[config.mk]
export PLATFORM = sky130hd
export DESIGN_NAME = bcd_serial_adder_ctrl
export DESIGN_NICKNAME = d
export VERILOG_FILES = /design/src/rtl/bcd_pkg.sv /design/src/rtl/bcd_digit_add.sv /design/src/rtl/bcd_serial_adder_ctrl.sv
export SDC_FILE = /design/constraint.sdc
export NUM_CORES = 1
export LEC_CHECK = 0
export CAP_MARGIN = 5
export CORE_MARGIN = 3
export CORE_UTILIZATION = 40
export CTS_CLUSTER_SIZE = 24
export DETAILED_ROUTE_END_ITERATION = 7
export PLACE_DENSITY = 0.67
export SETUP_SLACK_MARGIN = 0.02
export SLEW_MARGIN = 20
export SYNTH_ARGS = -nofsm -noshare
export SYNTH_HDL_FRONTEND = slang
export SYNTH_SLANG_ARGS = --single-unit
[constraint.sdc]
create_clock -name clk -period 3.44 [get_ports clk]
set_input_delay 0.688 -clock clk [delete_from_list [all_inputs] [get_ports clk]]
set_output_delay 0.688 -clock clk [all_outputs]
set_load 0.005 [all_outputs]
[src/rtl/bcd_pkg.sv]
// Shared definitions for the serial packed-BCD adder.
// Provides the controller state encoding and the BCD digit constants
// used by both the one-digit adder and the sequencer.
package bcd_pkg;

    typedef enum logic [1:0] {
        IDLE = 2'd0,
        RUN  = 2'd1,
        DONE = 2'd2
    } state_t;

    localparam int         BCD_DIGIT_W = 4;
    localparam logic [3:0] BCD_MAX     = 4'd9;
    localparam logic [3:0] BCD_ADJ     = 4'd6;

endpackage

[src/rtl/bcd_digit_add.sv]
// Combinational one-digit BCD adder.
// Ports:
//   a, b  : input digits (4 bits each; values above 9 are tolerated)
//   c     : decimal carry in
//   digit : adjusted BCD result digit
//   carry : decimal carry out
module bcd_digit_add
    import bcd_pkg::*;
(
    input  logic [BCD_DIGIT_W-1:0] a,
    input  logic [BCD_DIGIT_W-1:0] b,
    input  logic                   c,
    output logic [BCD_DIGIT_W-1:0] digit,
    output logic                   carry
);

    logic [5:0] t;
    logic [5:0] t_adj;

    // The 6-bit intermediate holds the worst case 15+15+1 (and +6 after
    // adjust) so out-of-range digits wrap predictably instead of overflowing.
    always_comb begin
        t     = {2'b00, a} + {2'b00, b} + {5'b00000, c};
        t_adj = t + {2'b00, BCD_ADJ};
        digit = t[3:0];
        carry = 1'b0;
        if (t > {2'b00, BCD_MAX}) begin
            digit = t_adj[3:0];
            carry = 1'b1;
        end
    end

endmodule

[src/rtl/bcd_serial_adder_ctrl.sv]
// Sequencer for multi-digit packed-BCD addition through one shared
// digit adder, least-significant digit first, one digit per cycle.
// Ports:
//   clk, rst                 : clock and synchronous active-high reset
//   start_valid, start_ready : operand handshake (ready only in IDLE)
//   a, b, cin                : packed-BCD operands and decimal carry in
//   res_valid, res_ready     : result handshake (valid only in DONE)
//   sum, cout, err           : packed-BCD sum, final carry, bad-digit flag
module bcd_serial_adder_ctrl
    import bcd_pkg::*;
#(
    parameter int DIGITS = 4
) (
    input  logic                    clk,
    input  logic                    rst,
    input  logic                    start_valid,
    output logic                    start_ready,
    input  logic [4*DIGITS-1:0]     a,
    input  logic [4*DIGITS-1:0]     b,
    input  logic                    cin,
    output logic                    res_valid,
    input  logic                    res_ready,
    output logic [4*DIGITS-1:0]     sum,
    output logic                    cout,
    output logic                    err
);

    localparam int IDX_W = (DIGITS > 1) ? $clog2(DIGITS) : 1;
    localparam logic [IDX_W-1:0] IDX_LAST = IDX_W'(DIGITS - 1);

    state_t state;
    state_t state_next;

    logic [IDX_W-1:0]                   idx;
    logic [DIGITS-1:0][BCD_DIGIT_W-1:0] a_q;
    logic [DIGITS-1:0][BCD_DIGIT_W-1:0] b_q;
    logic [DIGITS-1:0][BCD_DIGIT_W-1:0] sum_q;
    logic                               carry;
    logic                               cout_q;
    logic                               err_q;

    logic [BCD_DIGIT_W-1:0] dig_a;
    logic [BCD_DIGIT_W-1:0] dig_b;
    logic [BCD_DIGIT_W-1:0] dig_sum;
    logic                   dig_carry;
    logic                   accept;
    logic                   last_digit;

    assign dig_a      = a_q[idx];
    assign dig_b      = b_q[idx];
    assign accept     = (state == IDLE) && start_valid;
    assign last_digit = (idx == IDX_LAST);

    bcd_digit_add u_digit_add (
        .a     (dig_a),
        .b     (dig_b),
        .c     (carry),
        .digit (dig_sum),
        .carry (dig_carry)
    );

    // State register.
    always_ff @(posedge clk) begin
        if (rst) begin
            state <= IDLE;
        end else begin
            state <= state_next;
        end
    end

    // Next-state decode: accept in IDLE, walk the digits in RUN, and wait
    // in DONE until the consumer takes the result.
    always_comb begin
        state_next = state;
        case (state)
            IDLE: if (start_valid) state_next = RUN;
            RUN:  if (last_digit)  state_next = DONE;
            DONE: if (res_ready)   state_next = IDLE;
            default: state_next = IDLE;
        endcase
    end

    // Datapath: latch operands on accept, then write one result digit per
    // RUN cycle. idx is returned to 0 on the last digit so non-power-of-two
    // DIGITS never leaves it pointing past the top digit.
    always_ff @(posedge clk) begin
        if (rst) begin
            idx    <= '0;
            a_q    <= '0;
            b_q    <= '0;
            sum_q  <= '0;
            carry  <= 1'b0;
            cout_q <= 1'b0;
            err_q  <= 1'b0;
        end else if (accept) begin
            a_q   <= a;
            b_q   <= b;
            carry <= cin;
            sum_q <= '0;
            err_q <= 1'b0;
            idx   <= '0;
        end else if (state == RUN) begin
            sum_q[idx] <= dig_sum;
            carry      <= dig_carry;
            err_q      <= err_q | (dig_a > BCD_MAX) | (dig_b > BCD_MAX);
            if (last_digit) begin
                idx    <= '0;
                cout_q <= dig_carry;
            end else begin
                idx <= idx + IDX_W'(1);
            end
        end
    end

    assign start_ready = (state == IDLE);
    assign res_valid   = (state == DONE);
    assign sum         = sum_q;
    assign cout        = cout_q;
    assign err         = err_q;

endmodule

# Word level (Yosys, flattened, before mapping)

Index checks and enable logic that the tools add are counted.

Output and inout port bits: 20
Register bits: 55
Input port bits: 37
Word-level logic and storage cells: 58

Reductions and logical operators: 7
Eq/ne operators: 6
Add/sub/neg operators: 4
Bitwise gates (word level): 3
Mux-type cells: 16
Order comparisons: 5

Operators with widths:

| kind                                                                                 | count |
|---|---|
| 4-bit binary-select mux with 2-bit select                                            | 2 |
| 16-bit bitwise mux                                                                   | 1 |
| 4-bit two-way mux                                                                    | 4 |
| 4-bit demux with 2-bit select                                                        | 1 |
| 4-bit > comparator (second input constant)                                           | 2 |
| 2-bit two-way mux                                                                    | 4 |
| 5-bit by 1-bit adder with 6-bit output                                               | 1 |
| 6-bit by 4-bit > comparator with 1-bit output (second input constant)                | 1 |
| 2-bit one-hot mux with 3 select lines                                                | 1 |
| 3-bit AND reduction                                                                  | 2 |
| 4-bit by 4-bit adder with 5-bit output                                               | 1 |
| 4-bit by 3-bit adder with 4-bit output (second input constant)                       | 1 |
| 2-bit equality test (second input constant)                                          | 2 |
| 2-bit != test (second input constant)                                                | 2 |
| 2-bit by 3-bit < comparator with 1-bit output (second input constant)                | 1 |
| 1-bit two-way mux                                                                    | 3 |
| 2-bit by 1-bit adder with 2-bit output (second input constant)                       | 1 |
| 2-bit by 1-bit equality test with 1-bit output (second input constant)               | 1 |
| 2-bit by 1-bit greater-or-equal comparator with 1-bit output (second input constant) | 1 |
| 1-bit logical AND                                                                    | 2 |
| 2-bit zero test                                                                      | 1 |
| 2-bit by 1-bit != test with 1-bit output (second input constant)                     | 1 |
| 1-bit bitwise OR                                                                     | 2 |
| 2-bit nonzero test                                                                   | 1 |
| 2 further kinds                                                                      | 2 |

# Depth between registers and ports, before layout

Gate-level depths: netlist (run 1).

Depth in word-level cells: 8
Mapped depth: 10
Gate-level depth less buffers: 8

# Modules after synthesis

A second synthesis (run 1) with hierarchy kept.

Cells, all modules: 298
Area total of the unflattened synthesis: 2588.7 um^2

By module, submodules not included:

| module                | cells each | instances | seq. area each (um^2) | area each (um^2) |
|---|---|---|---|---|
| bcd_serial_adder_ctrl | 264        | 1         | 1101.1                | 2294.7 |
| bcd_digit_add         | 34         | 1         | 0.0                   | 294.0 |

# Least setup slack after synthesis (run 1)

OpenSTA, ideal clock, no wires.

Path type: reg2reg
Start point: register idx[0]
End point: register sum_q (netlist bit sum[10])
Path buffers: 2
Cell stages (with the launch flop): 10
Setup time: 0.069 ns
Slack: 0.279 ns
Arrival time: 3.092 ns
Path through: dfxtp_1 buf_2 mux4_2 fa_1 fa_1 buf_6 or4b_4 o31ai_4 o2111ai_1 o21ai_1

Cells in the longest elaborated chain, start to end: 7
Elaborated cells on any way between the ends: 15

RTL lines:

| element                                                                                                        | line                                                     | source |
|---|---|---|
| start, declared                                                                                                | bcd_serial_adder_ctrl.sv:34                              | `logic [IDX_W-1:0] idx;` |
| start signal, assigned                                                                                         | bcd_serial_adder_ctrl.sv:110                             | `idx <= idx + IDX_W'(1);` |
| 4-bit binary-select mux with 2-bit select (on tied branches)                                                   | bcd_serial_adder_ctrl.sv:49, bcd_serial_adder_ctrl.sv:50 |  |
| 4-bit two-way mux (on tied branches)                                                                           | bcd_serial_adder_ctrl.sv:49, bcd_serial_adder_ctrl.sv:50 |  |
| 4-bit by 4-bit adder with 5-bit output                                                                         | bcd_digit_add.sv:23                                      | `t = {2'b00, a} + {2'b00, b} + {5'b00000, c};` |
| 5-bit by 1-bit adder with 6-bit output                                                                         | bcd_digit_add.sv:23                                      |  |
| 6-bit by 4-bit > comparator with 1-bit output / 4-bit by 3-bit adder with 4-bit output (equally long branches) | bcd_digit_add.sv:27, bcd_digit_add.sv:24                 |  |
| 4-bit two-way mux                                                                                              | bcd_digit_add.sv:27                                      | `if (t > {2'b00, BCD_MAX}) begin` |
| 16-bit bitwise mux *                                                                                           | bcd_serial_adder_ctrl.sv:103                             | `sum_q[idx] <= dig_sum;` |
| end signal, assigned by index                                                                                  | bcd_serial_adder_ctrl.sv:103                             |  |
| end, declared                                                                                                  | bcd_serial_adder_ctrl.sv:37                              | `logic [DIGITS-1:0][BCD_DIGIT_W-1:0] sum_q;` |

Every way passes the cells marked *; elsewhere a longest branch is shown, timed or not. The select of a mux whose other input is x is not followed.
A chain may end at the register's enable or synchronous reset.

# Worst setup path after layout (run 1)

Start point: register idx[1]
End point: register sum_q (netlist bit sum[10])

Same word-level chain as after synthesis.

==> results of run 1 <==
==> repair_timing <==
action                     in CTS  in global routing
setup endpoints to repair       0                  4
resized for setup               0                  2
hold buffers                    0                  0
==> power breakdown <==
part | internal (uW) | switching [uW] | total [uW]
registers | 666 | 16.9 | 683
clock network | 221 | 226 | 447
logic | 139 | 171 | 310
==> metrics by stage <==
step / utilization [%] / total power [uW]
floorplan: - / 914
global placement: 51.1 / 999
detailed placement: 51.1 / 1000
CTS: 52.8 / 1450
global route: 52.9 / 1510
finish: 52.9 / 1440
==> routing by layer <==
| metal | track usage [%] | up-vias | share of wire, % |
|---|---|---|---|
| li1 | - | 1201 | - |
| met2 | 26.2 | 89 | 45 |
| met3 | 3.41 | 15 | 5.7 |
| met4 | 5.95 | 0 | 2.2 |
| met5 | 0 | - | 0 |
| met1 | 22.8 | 1084 | 47 |
==> Yosys cell counts, drive strengths merged (3+ instances only) <==
cell and count:
nand2 73, dfxtp 55, a21oi 48, clkbuf 16
nand3 15, nor2 12, a211oi 8, ha 8
mux4 8, buf 6, inv 6, o21ai 6
o31ai 5, nand3b 4, nor4b 4, o211ai 4
a31oi 3, nor3 3, nor4 3, o2111ai 3
==> worst max-delay path: cells and delay by family, from the launching register on <==
| kind | cells | cell delay [ps] |
|---|---|---|
| multiplexers | 1 | 330 |
| buffers and inverters | 1 | 220 |
| flip-flops | 1 | 440 |
| AO/OA/AOI/OAI | 3 | 560 |
| adder cells (fa/ha/maj) | 2 | 940 |
| AND/OR/NAND/NOR | 1 | 570 |
==> kinds of logic (layout without fill, tap and decap cells) <==
kind of cell | count (synthesis) | after routing | synth area share [%]
compound gates | 86 | 86 | 21.1
xor+xnor | 1 | 1 | 0.315
fa+ha+maj | 10 | 10 | 5.04
buf+inv | 28 | 76 | 6.39
flops | 55 | 55 | 39.6
mux | 9 | 9 | 7.02
simple gates | 123 | 123 | 20.5
==> sequential cells by signal, indices dropped and copies added, names as in the netlist <==
register,count
a_q,16
b_q,16
carry,1
cout,1
err,1
idx,2
state,2
sum,16
==> final timing paths <==
check,cells after the start,start,to
setup / recovery,8,idx[1],sum[10]
hold / removal,2,a_q[11],a_q[11]
setup reg to reg,8,idx[1],sum[10]
hold reg to reg,2,a_q[11],a_q[11]
==> cell type report <==
cell class	instances	area [um^2]
Fill cell	610	3070
Multi-Input combinational cell	229	1520
Sequential cell	55	1100
Timing Repair Buffer	62	606
Tap cell	77	96.3
Clock buffer	5	68.8
Clock inverter	3	47.5
Inverter	6	22.5
==> metrics.md, run 1 <==
| Metric | Value |
|---|---|
| Drt pass-1 iters | 4 |
| Worst Max-Slew Pin Slew | 705 ps |
| Antenna violations before repair | 0 |
| Antenna-violating nets left | 0 |
| DRC | 0 |
| Pwr per Cell Area | ~420 nW/um^2 |
| RSZ-0062 raised after global routing | false |
| Leading cell type in the layout, fill and taps excluded | nand2_1 |
| I/O Buffers | 56 |
| Initial core utilization | 42.6% |
| Peak supply drop | 0.166 mV |
| Overall routed net length | 6400 um |
| Leak pwr | 0.00122 uW |
| Required time worst endpoint | about 3700 ps |
| CTS Buf Count | 5 |
| Slew HR | 53.0% |
| Largest stage delay, worst path | 570 ps |
| Vias in the first global route | 2,184 |
| Outcome | completed |
| EDFF count, synth | 0 |
| Tightest hold margin | between 400 and 500 ps |
| CP Launch Type | flop |
| Ratio of cells with drive above 1 in the final layout | 10.3% |
| CP Class | reg -> reg |
| Die Y | 89.4 um |
| Layout Nets | 406 |
| Global-route wire length before repair | 10,500 um |
| WL per Instance | between 10 and 15 um |
| Fin crit share | about 91% |
| I/O Pins | 57 |
| Setup bufs post-CTS | 0 |
| Std cell rows | 29 |
| DR iter-0 viols | 121 |
| Clock transition at path regs | 110 ps |
| Syn nets | 359 |
| Slowest stage cell, crit path | or4b_4 |
| Die Wd | 89.4 um |
| Dpl hpwl | 4730 um |
| GPL Wtd Cong | around 0.85 |
| Setup slack after layout | 317 ps |
| Final hold vios | 0 |
| Max-Cap Viols | 0 |
| Antenna diode count | 0 |
| Synth Cell Area | 2780 um^2 |
| Post-synth ARST share | 0% |
| Top cells by area, synth | dfxtp_1 (40%), nand2_1 (9.9%), a21oi_1 (8.6%) |
| Yosys warns | 0 |
| Slew Limit Fails | 0 |
| Final Cell Area | 3460 um^2 |
| Fin crit period | 3120 ps |
| Largest area contributor in the netlist | dfxtp_1 |
| Worst Path Arrival | 3370 ps |
| Die ar. | 7990 um^2 |
| Vias post-DR | 2,389 |
| H-Tree Depth | 2 |
| Cells along the critical path | buf_4 > mux4_2 > fa_1 > fa_2 > or4b_4 > o31ai_4 > o2111ai_1 > o21ai_1 |
| Placed insts | 429 |
| GR Util All Layers | between 10% and 20% |
| CP Max Fanout | 8 |
| Core area | between 6000 and 7000 um^2 |
| Most frequent cells in the layout | nand2_1 (73), clkdlybuf4s50_1 (56), dfxtp_1 (55) |
| Total grt overflow | 0 |
| Syn Area/Cell | 8.91 um^2 |
| FMAX | ~320 MHz |
| Setup Skew | around 6.3 ps |
| Hold/Removal Path Class | reg -> reg |
| Cell count after synthesis | around 310 |
| Area grow syn2layout | 24.3% |
| Clock tree sinks | 55 |
| Clock buffer depth | 2 |
| Clock root cell | clkbuf_8 |
| Cell Area, Placed | 3330 um^2 |
| Largest net degree at the start of global routing | 35 |
| Part of the Yosys area used for sequential elements | 39.6% |
| Seq cells post-synth | 55 |
| Post-Layout Cell Count | 437 |
| Reg2reg setup slack | 320 ps |
| Post-synth cell types | 46 |
| Clock latency on the worst-skew pair | 310 ps |
| Via density | 5.47 |
| TritonCTS clock tree | yes |
| Nature of the critical path endpoint | flop |
| Setup Viol. Count Final | 0 |
| Total negative slack | 0 ps |
| Top cell type's share of synthesized area | 39.6% |
| Synth Flop Type | dfxtp_1 |
| Pre-CTS WS | 216 ps |
Power figures use the tool's default switching activity.
==> run 2: changes to the inputs <==
--- a/config.mk
+++ b/config.mk
@@ -8,6 +8,7 @@
 export CAP_MARGIN = 5
 export CORE_MARGIN = 3
 export CORE_UTILIZATION = 40
+export CTS_CLUSTER_DIAMETER = 50
 export CTS_CLUSTER_SIZE = 24
 export DETAILED_ROUTE_END_ITERATION = 7
 export PLACE_DENSITY = 0.67
==> constraint.sdc (replaced) <==
create_clock -name clk -period 3.82 [get_ports clk]
set_input_delay 0.764 -clock clk [delete_from_list [all_inputs] [get_ports clk]]
set_output_delay 0.764 -clock clk [all_outputs]
set_load 0.005 [all_outputs]
==> metrics.md, run 2 (same netlist as run 1, synthesis figures left out) <==
| Metric | Value |
|---|---|
| Outcome | completed |
| Antenna violations before repair | 0 |
| Layout Nets | 406 |
| Via density | 5.49 |
| H-Tree Depth | 2 |
| Pwr per Cell Area | around 370 nW/um^2 |
| Pre-CTS WS | 694 ps |
| RSZ-0062 raised after global routing | false |
| Most frequent cells in the layout | nand2_1 (73), clkdlybuf4s50_1 (56), dfxtp_1 (55) |
| Std cell rows | 29 |
| CP Class | reg -> reg |
| Setup bufs post-CTS | 0 |
| Ratio of cells with drive above 1 in the final layout | 9.72% |
| Die Y | 89.4 um |
| Initial core utilization | a little over two fifths |
| Hold/Removal Path Class | reg -> reg |
| Slew Limit Fails | 0 |
| Setup Viol. Count Final | 0 |
| Largest net degree at the start of global routing | 30 |
| Worst Max-Slew Pin Slew | 700 ps |
| Setup Skew | between 6 and 7 ps |
| Start of the worst register-to-register path | idx[0] |
| Metal3 WL | 270 um |
| Drt pass-1 iters | 4 |
| Clock root cell | clkbuf_8 |
| Clock buffer depth | 2 |
| Leak pwr | 0.00122 uW |
| Clock latency on the worst-skew pair | ~310 ps |
| Setup slack after layout | 633 ps |
| Hold Crit Endpoint | sum[8] |
| Fin crit share | 83.4% |
| R2r worst-path depth | 9 |
| Die Wd | 89.4 um |
| Clock transition at path regs | 100 ps |
| Final hold vios | 0 |
| Total negative slack | 0 ps |
| DR top layer | met4 |
| Reg2reg setup slack | ~630 ps |
| DR iter-0 viols | 72 |
| Die ar. | approximately 8000 um^2 |
| DRT met1 WL | around 3100 um |
| Vias post-DR | 2,397 |
| CP Max Fanout | 11 |
| GR Util All Layers | about 17% |
| Vias in the first global route | about 2,300 |
| CP Launch Type | flop |
| I/O Pins | 57 |
| WL per Instance | ~15 um |
| Detail Route met2 WL | approximately 3100 um |
| Area grow syn2layout | 24.1% |
| Overall routed net length | 6570 um |
| Slew HR | 53.3% |
| Hold path startpoint | sum[8] |
| GPL Wtd Cong | about 0.89 |
| DRC | 0 |
| Antenna diode count | 0 |
| # hold bufs at CTS | 0 |
| Hold path depth | 2 |
| TritonCTS clock tree | yes |
| Reg-to-reg endpoint | sum[11] |
| Dpl hpwl | 4940 um |
| Antenna-violating nets left | 0 |
| Core area | 6530 um^2 |
| Global-route wire length before repair | 10,800 um |
| CTS Buf Count | 5 |
| Fin crit period | 3190 ps |
| Max-Cap Viols | 0 |
| Leading cell type in the layout, fill and taps excluded | nand2_1 |
| Clock tree sinks | between 50 and 60 |
| FMAX | 314 MHz |
| Worst Path Arrival | 3410 ps |
| Peak supply drop | ~0.19 mV |
| Required time worst endpoint | approximately 4000 ps |
| Cts repair resizes | 0 |
| Nature of the critical path endpoint | flop |
| I/O Buffers | 56 |
| Total grt overflow | 0 |
==> run 2: cell types whose count changed in the layout (fill, tap and decap cells not counted) <==
cell     previous run  this run
fa_2                1         0
a21oi_2             1         0
fa_1                1         2
a21oi_1            47        48
==> run 2: final cells by class <==
cell class,instances,area [um^2]
fillers,636,3080
multi-input cells,229,1510
flip-flops and latches,55,1100
repair buffers,62,606
well taps,77,96.3
clock buffers,5,68.8
clock inverters,3,47.5
inverters,6,22.5
==> run 2: worst max-delay path by stage <==
stage | cells after the start | endpoint | slack, ps | start
floorplan | 9 | sum[10] | 660 | idx[0]
global placement | 8 | sum[10] | 800 | idx[1]
detailed placement | 9 | sum[11] | 690 | idx[1]
CTS | 9 | sum[11] | 660 | idx[1]
global route | 9 | sum[11] | 400 | idx[1]
finish | 9 | sum[11] | 630 | idx[0]
==> run 2: stage by stage <==
| step | util, % | cells | instance area [um^2] | hold slack [ps] | total power (uW) |
|---|---|---|---|---|---|
| 3_3_place_gp | 51.1 | 429 | 3330 | 442 | 899 |
| 6_report | 52.8 | 437 | 3450 | 459 | 1290 |
| 3_5_place_dp | 51.1 | 429 | 3330 | 448 | 902 |
| 5_1_grt | 52.8 | 437 | 3450 | 480 | 1350 |
| 4_1_cts | 52.8 | 437 | 3450 | 462 | 1300 |
| 2_1_floorplan | - | 312 | 2780 | 431 | 823 |
==> run 2: where the power goes <==
| part | total [uW] | switching (uW) | internal (uW) |
|---|---|---|---|
| registers | 615 | 15.7 | 600 |
| clock network | 402 | 203 | 199 |
| logic | 276 | 151 | 124 |
| total | 1290 | 370 | 923 |
==> run 2: worst max-delay path, cell delays in order (launching register included) <==
cell      delay [ps]
dfxtp_1          370
buf_4            220
mux4_2           340
fa_1             460
fa_1             540
xnor2_1          230
ha_1             300
a21oi_1          300
a211oi_1          80
nor4_1           270
==> run 2: routing by layer <==
layer / vias to the layer above / GRT usage, %
met4: 0 / 5.95
met1: 1116 / 22.1
met3: 12 / 3.59
met5: - / 0
li1: 1209 / -
met2: 60 / 28.9
==> run 3: changes to the inputs <==
==> constraint.sdc (replaced) <==
create_clock -name clk -period 3.3 [get_ports clk]
set_input_delay 0.66 -clock clk [delete_from_list [all_inputs] [get_ports clk]]
set_output_delay 0.66 -clock clk [all_outputs]
set_load 0.005 [all_outputs]
==> metrics.md, run 3 (same netlist as run 1, synthesis figures left out) <==
| Metric | Value |
|---|---|
| CP Launch Type | flop |
| CTS Buf Count | 5 |
| Drt pass-1 iters | 4 |
| Peak supply drop | 0.184 mV |
| Slew Limit Fails | 0 |
| GPL Wtd Cong | between 0.9 and 1 |
| Antenna violations before repair | 0 |
| Clock root cell | clkbuf_8 |
| Pre-CTS WS | around 200 ps |
| GR Util All Layers | 16.6% |
| Fin crit period | 3060 ps |
| Clock buffer depth | 2 |
| Vias in the first global route | approximately 2,100 |
| Initial core utilization | 42.6% |
| Global-route wire length before repair | 10,400 um |
| Hold path depth | 2 |
| Overall routed net length | 6550 um |
| # hold bufs at CTS | 0 |
| Met2 usage | between 20% and 30% |
| H-Tree Depth | 2 |
| Most frequent cells in the layout | nand2_1 (73), clkdlybuf4s50_1 (56), dfxtp_1 (55) |
| Top delay family on crit path | adder cells |
| Die Wd | 89.4 um |
| R2r worst-path depth | 9 |
| Leading cell type in the layout, fill and taps excluded | nand2_1 |
| Die ar. | 7990 um^2 |
| Setup Viol. Count Final | 0 |
| Ratio of cells with drive above 1 in the final layout | between 10% and 20% |
| Final Power | approximately 1500 uW |
| Core area | 6530 um^2 |
| Setup Skew | 6.65 ps |
| Met1 usage | 22.8% |
| FMAX | 326 MHz |
| FILL cells | 634 |
| TritonCTS clock tree | yes |
| Max-Cap Viols | 0 |
| Outcome | completed |
| Fin crit share | 92.9% |
| DRC | 0 |
| CP Max Fanout | 11 |
| GR peak layer | met2 |
| Antenna-violating nets left | 0 |
| Total grt overflow | 0 |
| I/O Pins | 57 |
| Area grow syn2layout | 24.6% |
| WL per Instance | approximately 15 um |
| Worst Max-Slew Pin Slew | 733 ps |
| Post-Layout Cell Count | approximately 440 |
| Crit path depth | 9 |
| Placed insts | 430 |
| Largest stage delay, worst path | 460 ps |
| Slowest stage cell, crit path | fa_1 |
| Slew HR | 51.1% |
| Core Util, Final | 53.1% |
| Cells along the critical path | buf_4 > mux4_2 > fa_1 > fa_2 > xnor2_1 > ha_1 > nor2_1 > nor4b_1 > nor4_1 |
| Std cell rows | 29 |
| Setup bufs post-CTS | 0 |
| Clock tree sinks | 55 |
| Final hold vios | 0 |
| Vias post-DR | 2,410 |
| Clock latency on the worst-skew pair | approximately 300 ps |
| Largest net degree at the start of global routing | 35 |
| Setup slack after layout | 236 ps |
| Via density | 5.50 |
| Leak pwr | roughly 0.0012 uW |
| Pwr per Cell Area | approximately 430 nW/um^2 |
| RSZ-0062 raised after global routing | false |
| I/O Buffers | 56 |
| DR iter-0 viols | 120 |
| Clock transition at path regs | roughly 100 ps |
| Dpl hpwl | 4810 um |
| Total negative slack | 0 ps |
| Met3 usage | under 10% |
| Die Y | 89.4 um |
| Required time worst endpoint | ~3500 ps |
| Hold/Removal Path Class | reg -> reg |
| Antenna diode count | 0 |
| Worst Path Arrival | 3280 ps |
| Worst Path Buf+Inv | 1 |
| Nature of the critical path endpoint | flop |
| Layout Nets | slightly above 400 |
| CP Class | reg -> reg |
==> run 3: cell count changes in the layout (fill, tap and decap cells not counted) <==
cell	change
buf_4	+1
clkinv_2	+1
a21oi_2	+1
a21oi_1	-1
fa_1	-1
inv_6	-1
fa_2	+1
clkinv_4	-1
clkbuf_8	+1
==> run 3: power by group <==
part           switching (uW)  internal (uW)
registers                17.9            694
clock network             214            246
logic                     179            147
==> run 3: timing repair <==
item / CTS / global route
setup endpoints to repair: 0 / 7
endpoints found under the hold margin: 0 / 0
resized for setup: 0 / 2
==> run 3: through the flow <==
stage,instance area [um^2],hold slack (ps)
final,3470,457
after global routing,3470,481
after CTS,3460,457
after detailed placement,3340,443
after global placement,3340,441
after floorplan,2780,431
==> run 3: area by class of cell <==
class,instances,area (um^2),share of cell area (%)
clock inverter,2,35.0,1.01
timing repair buffer,63,613,17.7
tap,77,96.3,2.78
clock buffer,6,82.6,2.38
multi-input combinational,229,1520,43.7
inverter,6,22.5,0.650
sequential,55,1100,31.8
==> run 3: worst reg2reg max path, stage by stage (launching register included) <==
cell and delay [ps]:
dfxtp_1 370, buf_4 220, mux4_2 330, fa_1 460, fa_2 440, xnor2_1 350, ha_1 320, nor2_1 60
nor4b_1 150, nor4_1 260
==> run 3: worst paths after layout <==
path / startpoint / to / slack (ps)
setup / recovery: idx[0] / sum[7] / 240
hold / removal: b_q[11] / b_q[11] / 460
setup reg to reg: idx[0] / sum[7] / 240
hold reg to reg: b_q[11] / b_q[11] / 460
==> run 3: layer usage <==
| metal | vias up | part of all wire, % |
|---|---|---|
| met5 | - | 0 |
| met4 | 0 | 1.3 |
| met2 | 77 | 47 |
| li1 | 1205 | - |
| met3 | 11 | 5.4 |
| met1 | 1117 | 46 |
